===== src/rtl/ex_iter_pkg.sv =====
// Shared definitions for the iterative execute unit: op codes, CCR bit
// positions, jump condition codes and the control state encoding.
package ex_iter_pkg;

  localparam logic [3:0] OP_NOP = 4'd0;
  localparam logic [3:0] OP_ADD = 4'd1;
  localparam logic [3:0] OP_SUB = 4'd2;
  localparam logic [3:0] OP_AND = 4'd3;
  localparam logic [3:0] OP_OR  = 4'd4;
  localparam logic [3:0] OP_NOT = 4'd5;
  localparam logic [3:0] OP_SHL = 4'd6;
  localparam logic [3:0] OP_SHR = 4'd7;
  localparam logic [3:0] OP_INC = 4'd8;
  localparam logic [3:0] OP_MOV = 4'd9;
  localparam logic [3:0] OP_MUL = 4'd10;
  localparam logic [3:0] OP_DIV = 4'd11;

  // CCR layout {OVF,Z,N,C}
  localparam int F_C   = 0;
  localparam int F_N   = 1;
  localparam int F_Z   = 2;
  localparam int F_OVF = 3;

  localparam logic [1:0] J_ALW = 2'd0;
  localparam logic [1:0] J_C   = 2'd1;
  localparam logic [1:0] J_N   = 2'd2;
  localparam logic [1:0] J_Z   = 2'd3;

  typedef enum logic [1:0] {S_IDLE, S_MUL, S_DIV, S_DONE} state_t;

  // Jump condition against the CCR value seen at the accepting edge
  function automatic logic jmp_cond(input logic [1:0] sel, input logic [3:0] f);
    case (sel)
      J_C:     return f[F_C];
      J_N:     return f[F_N];
      J_Z:     return f[F_Z];
      default: return 1'b1;
    endcase
  endfunction

endpackage


===== src/rtl/iter_muldiv.sv =====
// Shared shift-register datapath for unsigned shift-add multiply and
// restoring divide. One iteration per step; {hi,lo} holds the product, or
// remainder/quotient, after WIDTH steps.
module iter_muldiv
  import ex_iter_pkg::*;
#(
  parameter int WIDTH = 16
) (
  input  logic             clk,
  input  logic             reset,
  input  logic             load,
  input  logic             load_div,
  input  logic             step,
  input  logic [WIDTH-1:0] a,
  input  logic [WIDTH-1:0] b,
  output logic [WIDTH-1:0] hi,
  output logic [WIDTH-1:0] lo,
  output logic             last
);

  localparam int CNT_W = $clog2(WIDTH) + 1;

  logic [CNT_W-1:0] cnt;
  logic             div_mode;
  logic [WIDTH-1:0] opnd;
  logic [WIDTH:0]   add_sum;
  logic [WIDTH:0]   shifted;
  logic [WIDTH:0]   sub_diff;

  assign last = (cnt == CNT_W'(WIDTH - 1));

  // Candidate next values for one multiply or divide iteration
  always_comb begin
    add_sum  = {1'b0, hi} + (lo[0] ? {1'b0, opnd} : '0);
    shifted  = {hi, lo[WIDTH-1]};
    sub_diff = shifted - {1'b0, opnd};
  end

  // Iteration counter and mode; the only reset state in this datapath
  always_ff @(posedge clk) begin
    if (!reset) begin
      cnt      <= '0;
      div_mode <= 1'b0;
    end else if (load) begin
      cnt      <= '0;
      div_mode <= load_div;
    end else if (step) begin
      cnt <= cnt + 1'b1;
    end
  end

  // Shift register: multiply shifts right through hi:lo, divide shifts left
  always_ff @(posedge clk) begin
    if (load) begin
      hi   <= '0;
      lo   <= load_div ? a : b;
      opnd <= load_div ? b : a;
    end else if (step) begin
      if (div_mode) begin
        // bit WIDTH of the difference is the borrow: restore on borrow
        if (!sub_diff[WIDTH]) begin
          hi <= sub_diff[WIDTH-1:0];
          lo <= {lo[WIDTH-2:0], 1'b1};
        end else begin
          hi <= shifted[WIDTH-1:0];
          lo <= {lo[WIDTH-2:0], 1'b0};
        end
      end else begin
        hi <= add_sum[WIDTH:1];
        lo <= {add_sum[0], lo[WIDTH-1:1]};
      end
    end
  end

endmodule


===== src/rtl/ex_iter.sv =====
// Execute stage: single-cycle ALU ops, iterative MUL/DIV through
// iter_muldiv, condition-code register and jump resolution, with a
// valid/ready output register towards EX_MEM.
module ex_iter
  import ex_iter_pkg::*;
#(
  parameter int WIDTH = 16,
  parameter int PC_W  = 32
) (
  input  logic             clk,
  input  logic             reset,
  input  logic             in_valid,
  output logic             in_ready,
  input  logic [3:0]       op,
  input  logic [WIDTH-1:0] rdst_val,
  input  logic [WIDTH-1:0] rsrc_val,
  input  logic [PC_W-1:0]  pc,
  input  logic             jmp_en,
  input  logic [1:0]       jmp_sel,
  input  logic [3:0]       flag_upd,
  input  logic             pop_en,
  input  logic [3:0]       pop_flags,
  output logic             out_valid,
  input  logic             out_ready,
  output logic [WIDTH-1:0] res_lo,
  output logic [WIDTH-1:0] res_hi,
  output logic [3:0]       flags,
  output logic             div_zero,
  output logic             do_jmp,
  output logic [PC_W-1:0]  jmp_addr
);

  state_t state;

  logic accept, is_mul, is_div, iter_op, taken;
  logic signed [WIDTH-1:0] disp;
  logic signed [PC_W-1:0]  disp_ext;
  logic [PC_W-1:0]  jaddr;
  logic [WIDTH:0]   alu_sum;
  logic [WIDTH-1:0] alu_lo;
  logic [3:0]       alu_fval;

  logic             ld_out, ld_dz, ld_jmp;
  logic [WIDTH-1:0] ld_lo, ld_hi;
  logic [PC_W-1:0]  ld_jaddr;
  logic [3:0]       ld_fval, ld_fupd, flags_nxt;

  logic             pend_mul, pend_dz;
  logic [3:0]       pend_fupd;
  logic [PC_W-1:0]  pend_jaddr;

  logic [WIDTH-1:0] dp_hi, dp_lo;
  logic             dp_last, dp_step;

  assign in_ready = (state == S_IDLE) && (!out_valid || out_ready);
  assign accept   = in_valid && in_ready;
  assign is_mul   = (op == OP_MUL);
  assign is_div   = (op == OP_DIV);
  assign iter_op  = is_mul || is_div;
  assign taken    = accept && jmp_en && jmp_cond(jmp_sel, flags);
  assign dp_step  = (state == S_MUL) || (state == S_DIV);

  // Jump target: pc plus sign-extended displacement, wrapping at PC_W bits
  always_comb begin
    disp     = signed'(rdst_val);
    disp_ext = PC_W'(disp);
    jaddr    = pc + $unsigned(disp_ext);
  end

  iter_muldiv #(.WIDTH(WIDTH)) u_muldiv (
    .clk      (clk),
    .reset    (reset),
    .load     (accept && iter_op),
    .load_div (is_div),
    .step     (dp_step),
    .a        (rdst_val),
    .b        (rsrc_val),
    .hi       (dp_hi),
    .lo       (dp_lo),
    .last     (dp_last)
  );

  // Single-cycle ALU result and its candidate flag values
  always_comb begin
    alu_sum  = '0;
    alu_lo   = '0;
    alu_fval = flags;
    case (op)
      OP_ADD: begin
        alu_sum         = {1'b0, rdst_val} + {1'b0, rsrc_val};
        alu_lo          = alu_sum[WIDTH-1:0];
        alu_fval[F_C]   = alu_sum[WIDTH];
        alu_fval[F_OVF] = (rdst_val[WIDTH-1] == rsrc_val[WIDTH-1]) &&
                          (alu_lo[WIDTH-1] != rdst_val[WIDTH-1]);
      end
      OP_SUB: begin
        alu_sum         = {1'b0, rdst_val} - {1'b0, rsrc_val};
        alu_lo          = alu_sum[WIDTH-1:0];
        alu_fval[F_C]   = alu_sum[WIDTH];
        alu_fval[F_OVF] = (rdst_val[WIDTH-1] != rsrc_val[WIDTH-1]) &&
                          (alu_lo[WIDTH-1] != rdst_val[WIDTH-1]);
      end
      OP_INC: begin
        alu_sum         = {1'b0, rdst_val} + (WIDTH+1)'(1);
        alu_lo          = alu_sum[WIDTH-1:0];
        alu_fval[F_C]   = alu_sum[WIDTH];
        alu_fval[F_OVF] = !rdst_val[WIDTH-1] && alu_lo[WIDTH-1];
      end
      OP_AND:  alu_lo = rdst_val & rsrc_val;
      OP_OR:   alu_lo = rdst_val | rsrc_val;
      OP_NOT:  alu_lo = ~rdst_val;
      OP_SHL:  alu_lo = rdst_val << rsrc_val[3:0];
      OP_SHR:  alu_lo = rdst_val >> rsrc_val[3:0];
      OP_MOV:  alu_lo = rsrc_val;
      default: alu_lo = '0;
    endcase
    alu_fval[F_Z] = (alu_lo == '0);
    alu_fval[F_N] = alu_lo[WIDTH-1];
  end

  // Select what loads into the output register: ALU at accept, or the
  // finished MUL/DIV in DONE
  always_comb begin
    ld_out   = 1'b0;
    ld_lo    = alu_lo;
    ld_hi    = '0;
    ld_dz    = 1'b0;
    ld_jmp   = taken;
    ld_jaddr = jaddr;
    ld_fval  = alu_fval;
    ld_fupd  = flag_upd;
    if (state == S_DONE) begin
      ld_out   = 1'b1;
      ld_jmp   = 1'b0;
      ld_jaddr = pend_jaddr;
      ld_fupd  = pend_fupd;
      ld_fval  = flags;
      if (pend_dz) begin
        ld_lo   = '1;
        ld_hi   = dp_lo;
        ld_dz   = 1'b1;
        ld_fupd = '0;
      end else begin
        ld_lo = dp_lo;
        ld_hi = dp_hi;
        ld_fval[F_Z] = pend_mul ? ({dp_hi, dp_lo} == '0) : (dp_lo == '0);
        ld_fval[F_N] = pend_mul ? dp_hi[WIDTH-1] : dp_lo[WIDTH-1];
      end
    end else if (accept && !iter_op) begin
      ld_out = 1'b1;
    end
  end

  // Next CCR from result flags then the taken-jump clear (pop overrides later)
  always_comb begin
    flags_nxt = flags;
    if (ld_out) flags_nxt = (flags & ~ld_fupd) | (ld_fval & ld_fupd);
    if (taken) begin
      case (jmp_sel)
        J_C:     flags_nxt[F_C] = 1'b0;
        J_N:     flags_nxt[F_N] = 1'b0;
        J_Z:     flags_nxt[F_Z] = 1'b0;
        default: ;
      endcase
    end
  end

  // Condition-code register; a MEM-stage pop wins over everything but reset
  always_ff @(posedge clk) begin
    if (!reset)      flags <= '0;
    else if (pop_en) flags <= pop_flags;
    else             flags <= flags_nxt;
  end

  // Control FSM and the output register
  always_ff @(posedge clk) begin
    if (!reset) begin
      state     <= S_IDLE;
      pend_mul  <= 1'b0;
      pend_dz   <= 1'b0;
      out_valid <= 1'b0;
      res_lo    <= '0;
      res_hi    <= '0;
      div_zero  <= 1'b0;
      do_jmp    <= 1'b0;
      jmp_addr  <= '0;
    end else begin
      case (state)
        S_IDLE: begin
          if (accept && is_mul)      state <= S_MUL;
          else if (accept && is_div) state <= (rsrc_val == '0) ? S_DONE : S_DIV;
        end
        S_MUL, S_DIV: if (dp_last) state <= S_DONE;
        S_DONE:  state <= S_IDLE;
        default: state <= S_IDLE;
      endcase
      if (accept && iter_op) begin
        pend_mul <= is_mul;
        pend_dz  <= is_div && (rsrc_val == '0);
      end
      if (ld_out) begin
        out_valid <= 1'b1;
        res_lo    <= ld_lo;
        res_hi    <= ld_hi;
        div_zero  <= ld_dz;
        do_jmp    <= ld_jmp;
        jmp_addr  <= ld_jaddr;
      end else if (out_ready) begin
        out_valid <= 1'b0;
        res_lo    <= '0;
        res_hi    <= '0;
        div_zero  <= 1'b0;
        do_jmp    <= 1'b0;
        jmp_addr  <= '0;
      end
    end
  end

  // Side information for an in-flight MUL/DIV, consumed in DONE
  always_ff @(posedge clk) begin
    if (accept && iter_op) begin
      pend_fupd  <= flag_upd;
      pend_jaddr <= jaddr;
    end
  end

endmodule


===== config.mk =====
export PLATFORM = sky130hd
export DESIGN_NAME = ex_iter
export DESIGN_NICKNAME = d
export VERILOG_FILES = /design/src/rtl/ex_iter_pkg.sv /design/src/rtl/iter_muldiv.sv /design/src/rtl/ex_iter.sv
export SDC_FILE = /design/constraint.sdc
export NUM_CORES = 1
export LEC_CHECK = 0
export CAP_MARGIN = 20
export CORE_ASPECT_RATIO = 0.75
export CORE_MARGIN = 4
export CORE_UTILIZATION = 59
export CTS_CLUSTER_DIAMETER = 200
export DETAILED_ROUTE_END_ITERATION = 10
export HOLD_SLACK_MARGIN = 0.15
export PLACE_DENSITY = 0.84
export SETUP_SLACK_MARGIN = 0.5
export SYNTH_ARGS = -nofsm -noshare
export SYNTH_HDL_FRONTEND = slang
export SYNTH_SLANG_ARGS = --single-unit
export TNS_END_PERCENT = 20

===== constraint.sdc =====
create_clock -name clk -period 6.65 [get_ports clk]
set_input_delay 1.6625 -clock clk [delete_from_list [all_inputs] [get_ports clk]]
set_output_delay 1.6625 -clock clk [all_outputs]
set_load 0.03 [all_outputs]

==> flow_metrics.tcl, run 1 <==
set metrics [dict create \
    synth_compound_area_share_pct 26.7 \
    syn_inst 1887 \
    drtIter0Drc 2828 \
    synth_mux_area_share_pct 5.67 \
    critical_path_arrival_ns 6.05 \
    diodes 0 \
    min_period_ns 5.71 \
    avgSynthCellArea_um2 7.73 \
    drtAntennaViolNets 0 \
    worst_path_max_delay_cell "o311ai_0" \
    grt_first_pass_wirelength_mm 87.5 \
    fin_util_pct 70.5 \
    core_um2 24200 \
    power.density_nw_per_um2 305 \
    cts_buffers 17 \
    clock_skew_ns 0.0146 \
    grt_max_degree 85 \
    async_flop_share_pct 0 \
    ys_ff_latch 163 \
    cellLeakagePower_nw 6.61 \
    r2r_setup_slack_ns 2.39 \
    critPathCaptureType "flip-flop" \
    fmax_mhz 175 \
    worstRegToRegCells 14 \
    relSlewSlack_pct 22.9 \
    ir_drop_v 0.000293 \
    areaGrowthSynthToFinish_pct 16.8 \
    reg2reg_from "u_muldiv.lo[15]" \
    htreeDepth 4 \
    criticalPathCategory "input pin to flip-flop" \
    r2r_end "u_muldiv.hi[13]" \
    synth_seq_area_share_pct 26.9 \
    crit_end "flags[1]" \
    fp.dieArea_um2 27300 \
    cts_buffer_depth 2 \
    maxCapViolCount 0 \
    setup_tns_ns 0 \
    crit_start "rdst_val[4]" \
    gp_congestion 1.06 \
    clk_pin_slew_ns 0.07 \
    antenna_found_initial 1 \
    post_synth_and_or_nand_nor_area_fraction_pct 20.1 \
    portBuffers 155 \
    fp.dieW_um 190 \
    stdcell_area_um2 17000 \
    worstPathMaxFanout 9 \
    overflow 0 \
    cts_sinks 163 \
    clk_latency_ns 0.45 \
    grt_pass1_vias 14800 \
    crit_path_start_kind "input pin" \
    worst_pin_slew_ns 1.16 \
    worstHoldStart "jmp_addr[27]" \
    synthDistinctLibCells 77 \
    grt_usage_pct 41.1 \
    synth_xor_area_share_pct 4.45 \
    critPathMostFrequentCell "o21ai_0" \
    path_cells "clkdlybuf4s50_1, clkinv_1, ha_1, nor3_1, a21oi_1, o21ai_0, o311ai_0, o21ai_0, o41ai_1, o221ai_1, a211oi_2, a31oi_1, a31o_1" \
    drv_slew 0 \
    die_h_um 144 \
    status "completed" \
    synthAdderAreaFrac_pct 10.8 \
    drt_wl_total_mm 58.8 \
    hp-class "flip-flop to flip-flop" \
    cts_tree "yes" \
    place_area_um2 16500 \
    cts_resized 0 \
    dr.pass1.iters 7 \
    layout.nets 2199 \
    wl_per_cell_um 25.2 \
    syn_nets 2094 \
    start_util_pct 60.4 \
    setup_viol 0 \
    hold_buffers 0 \
    synth_edf_count 66 \
    drc 0 \
    finalHoldViolCount 0 \
    drive_gt1_share_pct 5.69 \
    syn_area_um2 14600 \
    cts-root-buf "clkbuf_16" \
    postCtsSetupRepairBufs 0 \
    layout_worst_path_cycle_share_pct 85.9 \
    hold_path_depth 2 \
    synth_top_family_by_area "compound AO/OA/AOI/OAI gates" \
    num_vias 16300 \
    dp_hpwl_mm 44.5 \
    rsz0062_at_grt "no" \
    ys.flop_type "dfxtp_1" \
    ioPinCount 156 \
    yosys_warnings 0 \
    crit_required_ns 6.98 \
    num_rows 49 \
    max_stage_delay_ns 0.68 \
    vias_per_cell 6.97 \
]
metal layers:
| layer | global-route usage (%) | routed length [um] |
|---|---|---|
| met1 | 58.2 | 23500 |
| met2 | 59.5 | 23700 |
| met3 | 13.7 | 9370 |
| met4 | 12.7 | 2200 |
| met5 | 0 | 0 |
state kept, by name, indices dropped and copies added (netlist names), 2 cells and up:
| signal | flops |
|---|---|
| jmp_addr | 32 |
| pend_jaddr | 32 |
| res_hi | 16 |
| res_lo | 16 |
| u_muldiv.hi | 16 |
| u_muldiv.lo | 16 |
| u_muldiv.opnd | 16 |
| u_muldiv.cnt | 5 |
| flags | 4 |
| pend_fupd | 2 |
| state | 2 |
cells in the final DEF, fill, tap and decap left out, types with 9 or more instances in the layout:
| master | count |
|---|---|
| o21a_1 | 18 |
| buf_4 | 46 |
| o31ai_1 | 9 |
| xnor2_1 | 54 |
| nand4_1 | 12 |
| o21bai_1 | 12 |
| clkbuf_16 | 17 |
| nand2_1 | 175 |
| inv_1 | 83 |
| clkdlybuf4s50_1 | 154 |
| dfxtp_1 | 96 |
| mux2i_1 | 68 |
| a21oi_1 | 152 |
| nor4_1 | 23 |
| or3_1 | 16 |
| nand3_1 | 30 |
| nor2b_1 | 22 |
| a222oi_1 | 11 |
| nor2_1 | 189 |
| a31oi_1 | 40 |
| ha_1 | 117 |
| and3_1 | 15 |
| o221ai_1 | 10 |
| mux2_2 | 13 |
| nand2b_1 | 29 |
| a21o_1 | 22 |
| o21ai_0 | 176 |
| a211oi_1 | 34 |
| edfxtp_1 | 66 |
| xor2_1 | 20 |
| nor3_1 | 59 |
| o211ai_1 | 16 |
| o22ai_1 | 19 |
| and2_1 | 24 |
| o2111ai_1 | 9 |
synth_stat cells, types with 13 or more instances:
master    number  area, um2
a211oi_1      34        255
a21o_1        22        165
a21oi_1      153        766
a31oi_1       40        250
and2_1        24        150
and3_1        15       93.8
buf_1         14       52.6
clkbuf_1     101        379
dfxtp_1       97       1940
edfxtp_1      66       1980
ha_1         118       1480
inv_1         83        312
mux2_2        13        146
mux2i_1       68        681
nand2_1      175        657
nand2b_1      29        181
nand3_1       31        155
nor2_1       190        713
nor2b_1       22        138
nor3_1        60        300
nor4_1        23        144
o211ai_1      16        120
o21a_1        18        135
o21ai_0      176        881
o22ai_1       19        119
or3_1         16        100
xnor2_1       54        473
xor2_1        20        175
cell families after synthesis:
family,Yosys count
buffers and inverters,206
adders and majority gates,123
xor gates and xnor gates,74
AOI/OAI and AO/OA,616
muxes,81
DFF,163
and+or+nand+nor,624
worst max-delay path: cells and delay by family:
kind                       cells  cell delay [ns]
AOI/OAI and AO/OA              9             2.97
and+or+nand+nor                1             0.07
buffers and inverters          2             0.80
adders and majority gates      1             0.55
cell type report:
class | instances | area (um2)
clock buffers | 19 | 433
clock inverters | 13 | 104
fillers | 1952 | 7130
inverters | 90 | 338
multi-input cells | 1518 | 9900
flip-flops and latches | 163 | 3930
well taps | 331 | 414
repair buffers | 202 | 1910
where the power goes:
part	switching, W	internal, W	leakage, nW	total (W)
clock	0.000482	0.000484	0.263	0.000966
sequential	0.000334	0.00128	1.40	0.00161
combinational	0.00155	0.00106	4.95	0.00261
how the worst min path moves through the flow:
stage / slack [ns] / end
finish: 0.49 / jmp_addr[27]
global route: 0.51 / res_lo[14]
CTS: 0.49 / res_lo[12]
detailed placement: 0.47 / res_lo[9]
global placement: 0.44 / jmp_addr[27]
floorplan: 0.45 / jmp_addr[21]
metrics by stage:
stage	power, W	worst slack [ns]	instances	hold WS [ns]
final	0.00519	0.938	2336	0.486
after CTS	0.00507	1.21	2336	0.485
after global placement	0.00401	0.869	2304	0.438
after floorplan	0.00323	1.12	1887	0.454
after detailed placement	0.00411	0.770	2304	0.471
after global routing	0.00542	0.735	2336	0.508
No activity file was read; power rests on OpenSTA's default activity.
==> run 2: changes to the inputs <==
CAP_MARGIN = unset   (was 20)
==> results of run 2 <==
No change in the layout: final DEF, timing and power equal those of run 1.
